===== config.mk =====
export PLATFORM = sky130hd
export DESIGN_NAME = lcd_char_ctrl
export DESIGN_NICKNAME = d
export VERILOG_FILES = /design/src/rtl/lcd_char_ctrl.sv
export SDC_FILE = /design/constraint.sdc
export NUM_CORES = 1
export LEC_CHECK = 0
export BUFFER_PORTS_ARGS = -buffer_cell sky130_fd_sc_hd__buf_2
export CORE_UTILIZATION = 60
export DETAILED_ROUTE_END_ITERATION = 8
export PLACE_DENSITY = 0.78
export REMOVE_ABC_BUFFERS = 1
export SLEW_MARGIN = 5
export SYNTH_ARGS = -nofsm -noshare
export SYNTH_HDL_FRONTEND = slang
export SYNTH_SLANG_ARGS = --single-unit

===== constraint.sdc =====
create_clock -name CLOCK_50 -period 4.77 [get_ports CLOCK_50]
set_input_delay 0.477 -clock CLOCK_50 [delete_from_list [all_inputs] [get_ports CLOCK_50]]
set_output_delay 0.477 -clock CLOCK_50 [all_outputs]
set_load 0.03 [all_outputs]

===== src/rtl/lcd_char_ctrl.sv =====
// lcd_char_ctrl: HD44780 character LCD write controller with autonomous power-up init.
// Each byte is strobed with setup/pulse/hold timing, then the LCD execution time is waited out.
module lcd_char_ctrl #(
    parameter int POWERUP_CYC = 750000,
    parameter int SETUP_CYC   = 2,
    parameter int PULSE_CYC   = 12,
    parameter int HOLD_CYC    = 2,
    parameter int CMD_CYC     = 2000,
    parameter int CLEAR_CYC   = 82000
) (
    input  logic       CLOCK_50,
    input  logic       RESET_N,
    input  logic       wr_valid,
    output logic       wr_ready,
    input  logic       wr_rs,
    input  logic [7:0] wr_data,
    output logic       init_done,
    output logic [7:0] LCD_DATA,
    output logic       LCD_RW,
    output logic       LCD_RS,
    output logic       LCD_EN,
    output logic       LCD_ON,
    output logic       LCD_BLON
);
    function automatic int max2(input int a, input int b);
        return (a > b) ? a : b;
    endfunction

    localparam int MAXC = max2(max2(max2(POWERUP_CYC, SETUP_CYC), max2(PULSE_CYC, HOLD_CYC)),
                               max2(CMD_CYC, CLEAR_CYC));
    localparam int CW = $clog2(MAXC) + 1;

    typedef enum logic [2:0] {PWRUP, LOAD, SETUP, PULSE, HOLD, WAIT, IDLE} state_t;

    state_t          r_state;
    logic [CW-1:0]   r_cnt;
    logic [1:0]      r_idx;
    logic [7:0]      r_data;
    logic            r_rs;
    logic            r_en;
    logic            r_on;
    logic            r_ready;
    logic            r_init;
    logic [CW-1:0]   w_lim;
    logic            w_done;
    logic            w_clear;
    logic [1:0]      w_nidx;
    logic [7:0]      w_rom;

    assign w_clear = !r_rs && (r_data[7:2] == 6'd0) && (r_data[1:0] != 2'd0);
    assign w_nidx  = r_idx + 2'd1;
    assign w_rom   = (w_nidx == 2'd1) ? 8'h0C : (w_nidx == 2'd2) ? 8'h01 : 8'h06;

    always_comb begin
        w_lim = '0;
        case (r_state)
            PWRUP:   w_lim = CW'(POWERUP_CYC - 1);
            SETUP:   w_lim = CW'(SETUP_CYC - 1);
            PULSE:   w_lim = CW'(PULSE_CYC - 1);
            HOLD:    w_lim = CW'(HOLD_CYC - 1);
            WAIT:    w_lim = w_clear ? CW'(CLEAR_CYC - 1) : CW'(CMD_CYC - 1);
            default: w_lim = '0;
        endcase
    end

    assign w_done = (r_cnt == w_lim);

    // LOAD counts as the first setup cycle, so init writes and user writes share timing
    always_ff @(posedge CLOCK_50 or negedge RESET_N) begin
        if (!RESET_N) begin
            r_state <= PWRUP;
            r_cnt   <= '0;
            r_idx   <= '0;
            r_data  <= '0;
            r_rs    <= 1'b0;
            r_en    <= 1'b0;
            r_on    <= 1'b0;
            r_ready <= 1'b0;
            r_init  <= 1'b0;
        end else begin
            r_on  <= 1'b1;
            r_cnt <= r_cnt + CW'(1);
            case (r_state)
                PWRUP: if (w_done) begin
                    r_state <= LOAD;
                    r_cnt   <= '0;
                    r_idx   <= '0;
                    r_rs    <= 1'b0;
                    r_data  <= 8'h38;
                end
                LOAD: begin
                    r_state <= (SETUP_CYC > 1) ? SETUP : PULSE;
                    r_cnt   <= CW'(SETUP_CYC > 1);
                    r_en    <= (SETUP_CYC == 1);
                end
                SETUP: if (w_done) begin
                    r_state <= PULSE;
                    r_cnt   <= '0;
                    r_en    <= 1'b1;
                end
                PULSE: if (w_done) begin
                    r_state <= HOLD;
                    r_cnt   <= '0;
                    r_en    <= 1'b0;
                end
                HOLD: if (w_done) begin
                    r_state <= WAIT;
                    r_cnt   <= '0;
                end
                WAIT: if (w_done) begin
                    r_cnt <= '0;
                    if (r_init || r_idx == 2'd3) begin
                        r_state <= IDLE;
                        r_ready <= 1'b1;
                        r_init  <= 1'b1;
                    end else begin
                        r_state <= LOAD;
                        r_idx   <= w_nidx;
                        r_rs    <= 1'b0;
                        r_data  <= w_rom;
                    end
                end
                IDLE: begin
                    r_cnt <= '0;
                    if (wr_valid && r_ready) begin
                        r_state <= SETUP;
                        r_rs    <= wr_rs;
                        r_data  <= wr_data;
                        r_ready <= 1'b0;
                    end
                end
                default: r_state <= PWRUP;
            endcase
        end
    end

    assign wr_ready  = r_ready;
    assign init_done = r_init;
    assign LCD_DATA  = r_data;
    assign LCD_RS    = r_rs;
    assign LCD_EN    = r_en;
    assign LCD_RW    = 1'b0;
    assign LCD_ON    = r_on;
    assign LCD_BLON  = r_on;
endmodule


# Word level (Yosys, flattened, before mapping)
# Index checks and enable logic that the tools add are counted.
dict set report totals {
  register_bits 39
  latch_bits 0
  mem_bits_rw 0
  romBits 0
  input_bits 12
  out_inout_bits 15
  elab_cells 83
  mem_count 0
}
dict set report op_classes {
  addsub 2
  n_mul 0
  n_div 0
  n_lt_le_gt_ge 0
  n_eq_ne 18
  shift 0
  n_mux 34
  bitwise 0
  n_reduce_logical 20
}
# operator count
set op_table {}
lappend op_table {{$pmux W20 S4} 1}
lappend op_table {{$pmux W21 S3} 1}
lappend op_table {{$mux W8} 4}
lappend op_table {{$mux W3} 8}
lappend op_table {{$pmux W8 S3} 1}
lappend op_table {{$add A21 B1 Y21 const B} 1}
lappend op_table {{$eq A21 B21 Y1} 1}
lappend op_table {{$mux W21} 1}
lappend op_table {{$pmux W3 S7} 1}
lappend op_table {{$mux W17} 1}
lappend op_table {{$ne A2 B2 Y1 const B} 8}
lappend op_table {{$eq A3 B3 Y1 const B} 3}
lappend op_table {{$mux W1} 8}
lappend op_table {{$reduce_and A4 Y1} 2}
lappend op_table {{$eq A3 B2 Y1 const B} 2}
lappend op_table {{$logic_not A6 Y1} 1}
lappend op_table {{$mux W2} 3}
lappend op_table {{$pmux W1 S3} 2}
lappend op_table {{$reduce_and A3 Y1} 2}
lappend op_table {{$reduce_and A6 Y1} 1}
lappend op_table {{$reduce_bool A2 Y1} 3}
lappend op_table {{$reduce_bool A3 Y1} 2}
lappend op_table {{$reduce_and A5 Y1} 1}
lappend op_table {{$reduce_or A5 Y1} 1}
lappend op_table {{other kinds (12)} 15}

# Longest topological paths before layout
# Gate-level depths: netlist of run 1.
dict set report logic_depth {
  word_depth 8
  depth_mapped 10
  mapped_depth_nobuf 8
}

# Least setup slack after synthesis of run 1
# OpenSTA, ideal clock, no wires.
dict set report synth_timing {
  path_kind {register to register}
  startpoint {register r_data[3] (netlist: LCD_DATA[3])}
  endpoint {register r_data[0] (netlist: LCD_DATA[0])}
  setup_time_ns 0.125
  arrival_ns 2.523
  required_time_ns 4.645
  slack_ns 2.122
  stages_incl_launch_ff 9
  path_buffers 1
  period_less_slack_ns 2.648
  path_cell_list {dfrtp_1 nor4_1 and4_4 o211a_1 o22ai_1 or4_4 a21o_1 buf_2 mux2_4}
}
dict set report synth_via {
  elab_chain_len 8
  elab_cells_between_ends 9
  classes_between {eq/ne: 3; mux: 2; reduce/logical: 4}
}
# element line_no
set synth_rtl {}
lappend synth_rtl {{from (decl)} 38} ;# logic [7:0] r_data;
lappend synth_rtl {{from (signal assigned)} 120} ;# r_data <= w_rom;
lappend synth_rtl {{from (signal assigned)} 128} ;# r_data <= wr_data;
lappend synth_rtl {{$logic_not A6 Y1 *} 50} ;# assign w_clear = !r_rs && (r_data[7:2] == 6'd0) && (r_data[1:0] != 2'd0);
lappend synth_rtl {{$logic_and A1 B1 Y1 * (2 in a row)} 50}
lappend synth_rtl {{$mux W17 *} 61} ;# WAIT: w_lim = w_clear ? CW'(CLEAR_CYC - 1) : CW'(CMD_CYC - 1);
lappend synth_rtl {{$pmux W20 S4 *} 56} ;# case (r_state)
lappend synth_rtl {{$eq A21 B21 Y1 *} 66} ;# assign w_done = (r_cnt == w_lim);
lappend synth_rtl {{$ne A2 B2 Y1 (no line)} --}
lappend synth_rtl {{$reduce_and A5 Y1 (no line) *} --}
# Mark *: on every way between the ends. The rest lies on a longest branch, timed or not.
# A chain may end at the register's enable or synchronous reset.

# Worst setup path after layout of run 1
dict set report layout_timing {
  startpoint {register r_state[2]}
  endpoint {register r_data[0] (netlist: LCD_DATA[0])}
}
dict set report layout_via {
  elab_chain_len 6
  elab_cells_between_ends 16
  classes_between {eq/ne: 10; mux: 2; reduce/logical: 4}
}
# element line_no
set layout_rtl {}
lappend layout_rtl {{from (decl)} 35} ;# state_t r_state;
lappend layout_rtl {{from (signal assigned)} 92} ;# r_state <= (SETUP_CYC > 1) ? SETUP : PULSE;
lappend layout_rtl {{$eq A3 B3 Y1 / $eq A3 B2 Y1 (equally long branches)} 56}
lappend layout_rtl {{$reduce_or A2 Y1 (no line)} --}
lappend layout_rtl {{$pmux W20 S4} 56}
lappend layout_rtl {{$eq A21 B21 Y1} 66}
lappend layout_rtl {{$ne A2 B2 Y1 (no line)} --}
lappend layout_rtl {{$reduce_and A5 Y1 (no line)} --}
# Parallel ways exist; a longest one is shown, timed or not.

==> results of run 1 <==
==> cell usage after synthesis, types with 2 or more instances <==
| master | count |
|---|---|
| inv_1 | 9 |
| clkbuf_1 | 5 |
| or4_1 | 2 |
| dfrtp_1 | 39 |
| nor2_1 | 30 |
| nand2_1 | 19 |
| nor4_1 | 4 |
| and3_1 | 6 |
| o2bb2ai_1 | 2 |
| mux2_4 | 4 |
| nor3_1 | 5 |
| nand3_1 | 12 |
| a31o_2 | 2 |
| and3b_1 | 2 |
| buf_2 | 5 |
| a21oi_1 | 6 |
| or2_2 | 2 |
| o21ai_1 | 3 |
| o31ai_1 | 3 |
| xor2_1 | 13 |
| o211a_1 | 4 |
| ha_1 | 5 |
| buf_4 | 2 |
| o22ai_1 | 3 |
| a31oi_1 | 2 |
| a22o_1 | 6 |
| conb_1 | 2 |
| o21ai_0 | 5 |
| nand2b_1 | 3 |
| xnor2_1 | 7 |
==> per-layer routing <==
| layer | vias up | track usage, % |
|---|---|---|
| li1 | 875 | - |
| met1 | 867 | 37.5 |
| met3 | 10 | 5.29 |
| met2 | 40 | 37.8 |
| met4 | 0 | 8.72 |
| met5 | - | 0 |
==> per-stage QoR <==
step                hold slack [ns]  area (sq um)  util [%]  power (mW)  std cells
finish                        0.284          2430      70.5       0.553        302
global route                  0.369          2430      70.5       0.574        302
floorplan                     0.181          2150         -       0.341        222
global placement              0.507          2340      68.1       0.352        294
CTS                           0.315          2430      70.5       0.562        302
detailed placement            0.516          2340      68.1       0.352        294
==> sequential cells by signal, summed over array words and instances, names as in the netlist <==
signal,flops
LCD_DATA,8
wr_ready,1
r_idx,2
LCD_EN,1
init_done,1
LCD_BLON,1
r_cnt,21
r_state,3
LCD_RS,1
==> worst max-delay path by stage <==
| stage | endpoint | cells past startpoint |
|---|---|---|
| 6_report | LCD_DATA[0] | 7 |
| 3_5_place_dp | LCD_DATA[1] | 7 |
| 2_1_floorplan | r_cnt[10] | 7 |
| 4_1_cts | LCD_DATA[0] | 7 |
| 3_3_place_gp | LCD_DATA[0] | 7 |
| 5_1_grt | LCD_DATA[1] | 7 |
==> area by class of cell <==
type | instances | area, sq um | area share (%)
Multi-Input combinational cell | 174 | 1140 | 47.2
Sequential cell | 39 | 976 | 40.2
Timing Repair Buffer | 26 | 133 | 5.47
Clock buffer | 7 | 76.3 | 3.15
Tap cell | 46 | 57.6 | 2.37
Inverter | 9 | 33.8 | 1.39
Clock inverter | 1 | 5.00 | 0.206
==> cells by family after synthesis <==
logic type,count (synthesis)
AND/OR/NAND/NOR,96
multiplexers,4
other,2
flip-flops,39
adder cells (fa/ha/maj),5
AO/OA/AOI/OAI,47
XOR/XNOR,20
buffers and inverters,22
==> power breakdown <==
group	internal, mW	switching [mW]
clock network	0.102	0.105
registers	0.331	0.000179
logic	0.00378	0.0107
total	0.437	0.116
==> out/qor.txt, run 1 <==
drc violations: 0
clock sink total: 39
Skew-Pair Late Insertion Delay: 0.29 ns
delay-heaviest family, CP: simple AND/OR/NAND/NOR gates
crit path cell chain: and3b_1, and4_4, o211a_1, o22ai_1, or4_4, a21o_1, mux2_4
WL per Instance: 14.8 um
unrepaired setup endpoints after global routing: false
static leakage: 1.21 nW
drt first pass iters: 4
compound-cell area share of the yosys netlist: 15.6%
Main synth FF type: dfrtp_1
critical-path maximum fanout: 18
gr usage total: 25.7%
initial core utilization: 64.6%
layout cell share with drive strength beyond 1: 17.2%
largest net degree at the start of global routing: 40
Slowest cell on crit path: dfrtp_1
R2R Path End: LCD_DATA[0]
Post-Synth XOR/XNOR Area: 7.87%
vias post-DR: 1,792
initial antenna violation count: 0
status: finished, final reports clean
Hold-fix buffers, CTS: 0
crit path from: r_state[2]
routed wl met2: 2020 um
post-synthesis simple-gate area fraction: 22.2%
DR top layer: met4
Final Hold Fails: 0
Avg Inst Size Synth: 9.47 sq um
I/O pin total: 27
H-Tree Depth: 2
Routed met3 length: 178 um
Reg2Reg Depth: 7
mux cell area share after synthesis: 2.70%
ANT nets after route: 0
Max-Cap Viols: 0
Slew Limit Fails: 0
sequential area share after synthesis: 43.9%
Hold Crit Class: input pin to asynchronous set/reset pin
Final WS setup: 1.69 ns
Synth top area share: 43.9%
Yosys cell types: 53
Critical Path RT: 4.95 ns
WP buf/inv: 0
reg2reg setup slack: 1.69 ns
diode count: 0
Post-synth EDFFs: 0
Placeable Area: 0.00344 sq mm
Clock Skew: 0.00469 ns
first-pass GRT wire length: 7890 um
DRT met1 WL: 2210 um
setup bufs post-CTS: 0
CTS root buf: clkbuf_8
Die Span X: 62.9 um
Detailed Place HPWL: 3150 um
P per Cell Area: 228 mW/mm^2
Resized cells post-CTS: 0
final setup fails: 0
Worst Setup Start Kind: flop
num rows: 21
Mapped Area: 0.00222 sq mm
CTS buffer count: 5
Ys Warns: 0
Die Ht: 62.9 um
# fillers: 277
fmax: 324 MHz
Post-synth ARST share: 100%
setup TNS: 0 ns
detailed router's first-iteration violation count: 101
Post-Synth Adder-Cell Area: 2.81%
Max Root-Sink Buffers: 2
#FFs+latches synth: 39
vias per inst: 5.93
min Tclk post-route: 3.08 ns
RR Startpoint: r_state[2]
commonest non-fill, non-tap cells in the layout: 39 x dfrtp_1, 30 x nor2_1, 25 x buf_2
Slew headroom: 44.0%
CTS tree: yes
die area: 0.00396 sq mm
dominant combinational cell family by area after synthesis: simple AND/OR/NAND/NOR gates
most common cell after layout, fill and taps aside: dfrtp_1
Setup crit end kind: flop
ranking of synthesized cells by area: dfrtp_1 44%, xor2_1 5.1%, nor2_1 5.1%, nand2_1 3.2%, ha_1 2.8%
routability cong.: 0.844
Worst path max stage delay: 0.67 ns
Crit Path Category: flop to flop
number of global-route vias before repair: 1,679
PortBufs: 25
Worst-path clk slew: 0.07 ns
top cell type by total area after synthesis: dfrtp_1
Layout area overhead: 9.06%
Routed WL: 4480 um
GRT Residual Overflow: 0
peak supply drop: 0.237 mV
period utilization: 64.6%
Syn Inst Count: 235
pre-CTS setup slack: 1.72 ns
Worst-Margin Slew: 0.840 ns
CP arrival: 3.26 ns
layout net count: 272
Power figures use the tool's default switching activity.
==> run 2, diff against run 1 <==
--- a/config.mk
+++ b/config.mk
@@ -6,9 +6,9 @@
 export NUM_CORES = 1
 export LEC_CHECK = 0
 export BUFFER_PORTS_ARGS = -buffer_cell sky130_fd_sc_hd__buf_2
-export CORE_UTILIZATION = 60
+export CORE_UTILIZATION = 52
 export DETAILED_ROUTE_END_ITERATION = 8
-export PLACE_DENSITY = 0.78
+export PLACE_DENSITY = 0.71
 export REMOVE_ABC_BUFFERS = 1
 export SLEW_MARGIN = 5
 export SYNTH_ARGS = -nofsm -noshare
==> constraint.sdc (replaced) <==
create_clock -name CLOCK_50 -period 2.8 [get_ports CLOCK_50]
set_input_delay 0.28 -clock CLOCK_50 [delete_from_list [all_inputs] [get_ports CLOCK_50]]
set_output_delay 0.28 -clock CLOCK_50 [all_outputs]
set_load 0.03 [all_outputs]
==> run 2 against run 1 <==
Sequential share of layout area decreased by 1.7 points. Final cell count increased by 4.3%. Clock power increased by 99%. Total power is 81% higher. Core utilization down 8.0 points. Count of clock-buffer cells in the layout up 1. Flip-flop and latch count unchanged. Sequential power up 70%. Design area increased by 4.4%. Worst setup slack worse by 1.5 ns. Non-clock buffer count grew 9. Largest power group unchanged. Via count rose by 2.1%.
==> out/qor.txt, run 2 (synthesized netlist as in run 1, its figures left out) <==
Max Root-Sink Buffers: 2 (unchanged)
detailed router's first-iteration violation count: 108 (was 101)
most common cell after layout, fill and taps aside: dfrtp_1 (unchanged)
hold_ws: 0.106 ns (was 0.284 ns)
Worst-path clk slew: 0.07 ns (about the same)
period utilization: 93.8% (was 64.6%)
Crit Path Category: flop to flop (unchanged)
layout net count: 281 (was 272)
ANT nets after route: 0 (unchanged)
Slew Limit Fails: 0 (unchanged)
unrepaired setup endpoints after global routing: true (was false)
Slew headroom: 42.5% (was 44.0%)
Die Ht: 67.4 um (was 62.9 um)
reg2reg setup slack: 0.17 ns (was 1.69 ns)
initial antenna violation count: 0 (unchanged)
I/O pin total: 27 (unchanged)
die area: 0.00454 sq mm (was 0.00396 sq mm)
CTS tree: yes (unchanged)
# fillers: 338 (was 277)
GRT Residual Overflow: 0 (unchanged)
R2R Path End: r_cnt[12] (was LCD_DATA[0])
Critical Path RT: 2.97 ns (was 4.95 ns)
diode count: 0 (unchanged)
crit path from: r_state[1] (was r_state[2])
setup bufs post-CTS: 0 (unchanged)
number of global-route vias before repair: 1,656 (was 1,679)
clock sink total: 39 (unchanged)
H-Tree Depth: 2 (unchanged)
Detailed Place HPWL: 3390 um (was 3150 um)
Reg2Reg Depth: 9 (was 7)
drt first pass iters: 4 (unchanged)
WL per Instance: 14.9 um (was 14.8 um)
Worst Setup Start Kind: flop (unchanged)
gr usage total: 23.3% (was 25.7%)
num rows: 23 (was 21)
min Tclk post-route: 2.63 ns (was 3.08 ns)
Routed WL: 4690 um (was 4480 um)
register with the most flip-flops: r_cnt (unchanged)
Max-Cap Viols: 0 (unchanged)
Resized cells post-CTS: 0 (unchanged)
critical-path maximum fanout: 20 (was 18)
register area: 976 sq um (unchanged)
commonest non-fill, non-tap cells in the layout: 39 x dfrtp_1, 30 x nor2_1, 25 x buf_2 (unchanged)
PortBufs: 25 (unchanged)
drc violations: 0 (unchanged)
CTS buffer count: 5 (unchanged)
CTS root buf: clkbuf_8 (unchanged)
Placeable Area: 0.00406 sq mm (was 0.00344 sq mm)
Skew-Pair Late Insertion Delay: 0.29 ns (about the same)
vias per inst: 5.81 (was 5.93)
routability cong.: 0.778 (was 0.844)
vias post-DR: 1,830 (was 1,792)
Hold-fix buffers, CTS: 0 (unchanged)
largest net degree at the start of global routing: 40 (unchanged)
initial core utilization: 54.8% (was 64.6%)
fmax: 381 MHz (was 324 MHz)
Clock Skew: 0.00593 ns (was 0.00469 ns)
final setup fails: 0 (unchanged)
status: finished, final reports clean (unchanged)
Setup crit end kind: flop (unchanged)
Final WS setup: 0.175 ns (was 1.69 ns)
Die Span X: 67.4 um (was 62.9 um)
pre-CTS setup slack: 0.0672 ns (was 1.72 ns)
peak supply drop: 0.257 mV (was 0.237 mV)
layout cell share with drive strength beyond 1: 21.5% (was 17.2%)
RR Startpoint: r_state[1] (was r_state[2])
Worst-Margin Slew: 0.863 ns (was 0.840 ns)
Hold Crit Class: input pin to asynchronous set/reset pin (unchanged)
number of flip-flops in the largest register: 21 (unchanged)
area of the multi-input gates: 0.00116 sq mm (was 0.00114 sq mm)
static leakage: 1.26 nW (was 1.21 nW)
first-pass GRT wire length: 7760 um (was 7890 um)
Final Hold Fails: 0 (unchanged)
Layout area overhead: 13.9% (was 9.06%)
CP endpoint: r_cnt[12] (was LCD_DATA[0])
CP arrival: 2.80 ns (was 3.26 ns)
P per Cell Area: 395 mW/mm^2 (was 228 mW/mm^2)
run 2: cell count changes in the layout (fill, tap and decap cells not counted):
cell and delta:
nor4_1 -1, clkinv_2 -1, nor4_2 +1, buf_6 +1, clkbuf_1 -1, buf_4 +8, a2111oi_1 -1, a21o_2 +1
a21o_1 -1, a2111oi_2 +1, clkbuf_8 +2
run 2: worst max-delay path, stage by stage (launching register included):
cell and delay, ns:
dfrtp_1 0.50, nand3b_1 0.24, a31oi_1 0.30, o211a_1 0.18, o22ai_1 0.10, or4_4 0.55, buf_4 0.19, o21ai_1 0.16
buf_6 0.21, nor2_1 0.07
run 2: how the worst min path moves through the flow:
stage,from,slack [ns],to
2_1_floorplan,RESET_N,-0.02,LCD_BLON
3_3_place_gp,RESET_N,0.45,r_cnt[14]
3_5_place_dp,RESET_N,0.46,r_cnt[5]
4_1_cts,RESET_N,0.14,r_state[2]
5_1_grt,RESET_N,0.17,r_cnt[14]
6_report,RESET_N,0.11,r_cnt[5]
run 2: where the power goes:
| group | internal [mW] | total (mW) | switching, mW |
|---|---|---|---|
| registers | 0.564 | 0.564 | 0.000237 |
| clock network | 0.225 | 0.412 | 0.187 |
| logic | 0.00644 | 0.0248 | 0.0183 |
run 2: layout make-up:
type / instances / share of cell area [%]
inverter: 9 / 1.33
sequential: 39 / 38.5
tap: 50 / 2.47
timing repair buffer: 35 / 8.05
clock buffer: 8 / 3.95
multi-input combinational: 174 / 45.7
run 2: per-stage QoR:
step	instance area, sq um	util (%)	setup TNS, ns	power (mW)	instances
2_1_floorplan	2150	-	-3.53	0.580	222
4_1_cts	2520	62.0	0	1.01	315
3_5_place_dp	2420	59.6	0	0.601	307
6_report	2530	62.4	0	1.00	315
5_1_grt	2530	62.4	-0.0141	1.04	315
3_3_place_gp	2420	59.6	0	0.601	307
run 2: routing by layer:
| metal | global-route usage, % | routed length [um] |
|---|---|---|
| met5 | 0 | 0 |
| met4 | 9.31 | 67 |
| met3 | 5.24 | 165 |
| met2 | 35.4 | 2120 |
| met1 | 31.8 | 2340 |
==> run 3, diff against run 2 <==
--- a/config.mk
+++ b/config.mk
@@ -6,9 +6,10 @@
 export NUM_CORES = 1
 export LEC_CHECK = 0
 export BUFFER_PORTS_ARGS = -buffer_cell sky130_fd_sc_hd__buf_2
-export CORE_UTILIZATION = 52
+export CORE_UTILIZATION = 30
 export DETAILED_ROUTE_END_ITERATION = 8
-export PLACE_DENSITY = 0.71
+export HOLD_SLACK_MARGIN = 0.06
+export PLACE_DENSITY = 0.44
 export REMOVE_ABC_BUFFERS = 1
 export SLEW_MARGIN = 5
 export SYNTH_ARGS = -nofsm -noshare
==> run 3 against run 2 <==
Via count decreased by 2.6%. Critical path depth decreased by 2. Combinational power increased by 4%. Clock skew increased by 0.0035 ns. Sequential power about the same. Flip-flop and latch count unchanged. Register-to-register slack about the same. Core utilization decreased by 26 points. Maximum frequency about the same. Total power decreased by 3.7%. Worst setup slack improved by 0.0023 ns. Routed wire length increased by 11%.
==> out/qor.txt, run 3 (synthesized netlist as in run 1, its figures left out) <==
status: finished, final reports clean (unchanged)
CTS root buf: clkbuf_8 (unchanged)
CP arrival: 2.80 ns (about the same)
Top Usage Layer GRT: met2 (unchanged)
Detailed Place HPWL: 3760 um (was 3390 um)
PortBufs: 25 (unchanged)
initial core utilization: 30.8% (was 54.8%)
Final Hold Fails: 0 (unchanged)
static leakage: 1.30 nW (was 1.26 nW)
CTS buffer count: 5 (unchanged)
routability cong.: 0.734 (was 0.778)
vias per inst: 4.79 (was 5.81)
largest net degree at the start of global routing: 40 (unchanged)
Max Root-Sink Buffers: 2 (unchanged)
Slew headroom: 38.5% (was 42.5%)
H-Tree Depth: 2 (unchanged)
Tot Pwr: 0.963 mW (was 1.00 mW)
Worst Setup Start Kind: flop (unchanged)
drt first pass iters: 4 (unchanged)
clock sink total: 39 (unchanged)
Worst-path clk slew: 0.08 ns (was 0.07 ns)
number of flip-flops in the largest register: 21 (unchanged)
Placeable Area: 0.00721 sq mm (was 0.00406 sq mm)
num rows: 31 (was 23)
period utilization: 93.7% (was 93.8%)
Setup crit end kind: flop (unchanged)
fmax: 381 MHz (about the same)
layout cell share with drive strength beyond 1: 23.8% (was 21.5%)
Crit Path Category: flop to flop (unchanged)
most common cell after layout, fill and taps aside: dfrtp_1 (unchanged)
P per Cell Area: 363 mW/mm^2 (was 395 mW/mm^2)
critical-path maximum fanout: 9 (was 20)
min Tclk post-route: 2.62 ns (was 2.63 ns)
crit path from: LCD_DATA[3] (was r_state[1])
I/O pin total: 27 (unchanged)
Hold-fix buffers, CTS: 0 (unchanged)
unrepaired setup endpoints after global routing: false (was true)
Hold Crit Class: input pin to asynchronous set/reset pin (unchanged)
Slew Limit Fails: 0 (unchanged)
Final Core Density: 36.7% (was 62.4%)
vias post-DR: 1,782 (was 1,830)
diode count: 0 (unchanged)
CTS tree: yes (unchanged)
Worst-Margin Slew: 0.922 ns (was 0.863 ns)
reg2reg setup slack: 0.18 ns (was 0.17 ns)
Skew-Pair Late Insertion Delay: 0.29 ns (about the same)
final setup fails: 0 (unchanged)
detailed router's first-iteration violation count: 87 (was 108)
Critical Path RT: 2.98 ns (was 2.97 ns)
CP endpoint: LCD_DATA[3] (was r_cnt[12])
setup TNS: 0 ns (unchanged)
Clock Skew: 0.00946 ns (was 0.00593 ns)
layout net count: 289 (was 281)
commonest non-fill, non-tap cells in the layout: 38 x dfrtp_1, 30 x nor2_1, 25 x buf_2 (was 39 x dfrtp_1, 30 x nor2_1, 25 x buf_2)
ANT nets after route: 0 (unchanged)
met3 usage: 2.92% (was 5.24%)
gr usage total: 14.8% (was 23.3%)
Routed WL: 5220 um (was 4690 um)
Die Ht: 88.1 um (was 67.4 um)
peak supply drop: 0.153 mV (was 0.257 mV)
met2 GRT Util: 22.0% (was 35.4%)
initial antenna violation count: 0 (unchanged)
Reg2Reg Depth: 7 (was 9)
number of global-route vias before repair: 1,725 (was 1,656)
Max-Cap Viols: 0 (unchanged)
drc violations: 0 (unchanged)
R2R Path End: LCD_DATA[3] (was r_cnt[12])
first-pass GRT wire length: 8740 um (was 7760 um)
met1 GRT Util: 21.6% (was 31.8%)
die area: 0.00776 sq mm (was 0.00454 sq mm)
register with the most flip-flops: r_cnt (unchanged)
Die Span X: 88.1 um (was 67.4 um)
RR Startpoint: LCD_DATA[3] (was r_state[1])
GRT Residual Overflow: 0 (unchanged)
WL per Instance: 14.0 um (was 14.9 um)
Layout area overhead: 19.2% (was 13.9%)
-- run 3: worst min-delay path by stage --
stage | to | slack, ns | cells after the start
finish | r_cnt[12] | 0.12 | 1
CTS | r_cnt[12] | 0.15 | 1
global route | r_cnt[14] | 0.19 | 1
detailed placement | r_cnt[12] | 0.47 | 1
floorplan | LCD_BLON | -0.02 | 0
global placement | r_cnt[14] | 0.47 | 1
-- run 3: per-stage QoR --
step                      hold slack [ns]  worst slack [ns]  std cells  area (sq um)
after floorplan                   -0.0156            -0.180        222          2150
after global placement              0.473             0.128        364          2550
after detailed placement            0.472            0.0896        364          2550
after CTS                           0.151            0.0745        372          2630
after global routing                0.187           0.00494        372          2650
final                               0.120             0.177        372          2650
-- run 3: repair_timing --
item	in CTS	in global routing
hold endpoints to repair	0	0
gates resized for setup	0	4
buffers inserted	0	0
endpoints found under the setup margin	0	26
-- run 3: cell type report --
cell class / count / area, sq um
multi-input cells: 174 / 1160
flip-flops and latches: 39 / 977
repair buffers: 43 / 273
well taps: 99 / 124
fillers: 769 / 4560
inverters: 9 / 33.8
clock buffers: 7 / 76.3
clock inverters: 1 / 5.00
-- run 3: worst max-delay path: stages, from the launching register on --
cell     delay (ns)
dfrtp_1        0.42
nor4_2         0.36
and4_4         0.28
o211a_1        0.13
o22ai_1        0.10
or4_4          0.55
a21o_1         0.33
mux2_4         0.34
-- run 3: power by group --
group          internal, mW  total, mW  switching [mW]  leakage [nW]
registers             0.564      0.564        0.000257         0.507
clock network         0.175      0.374           0.199        0.0422
logic               0.00645     0.0258          0.0193         0.746
total                 0.745      0.963           0.218          1.30
-- run 3: per-layer routing --
metal,wire (um),vias up
li1,-,905
met1,2730,838
met2,2240,34
met3,178,5
met4,75,0
met5,0,-
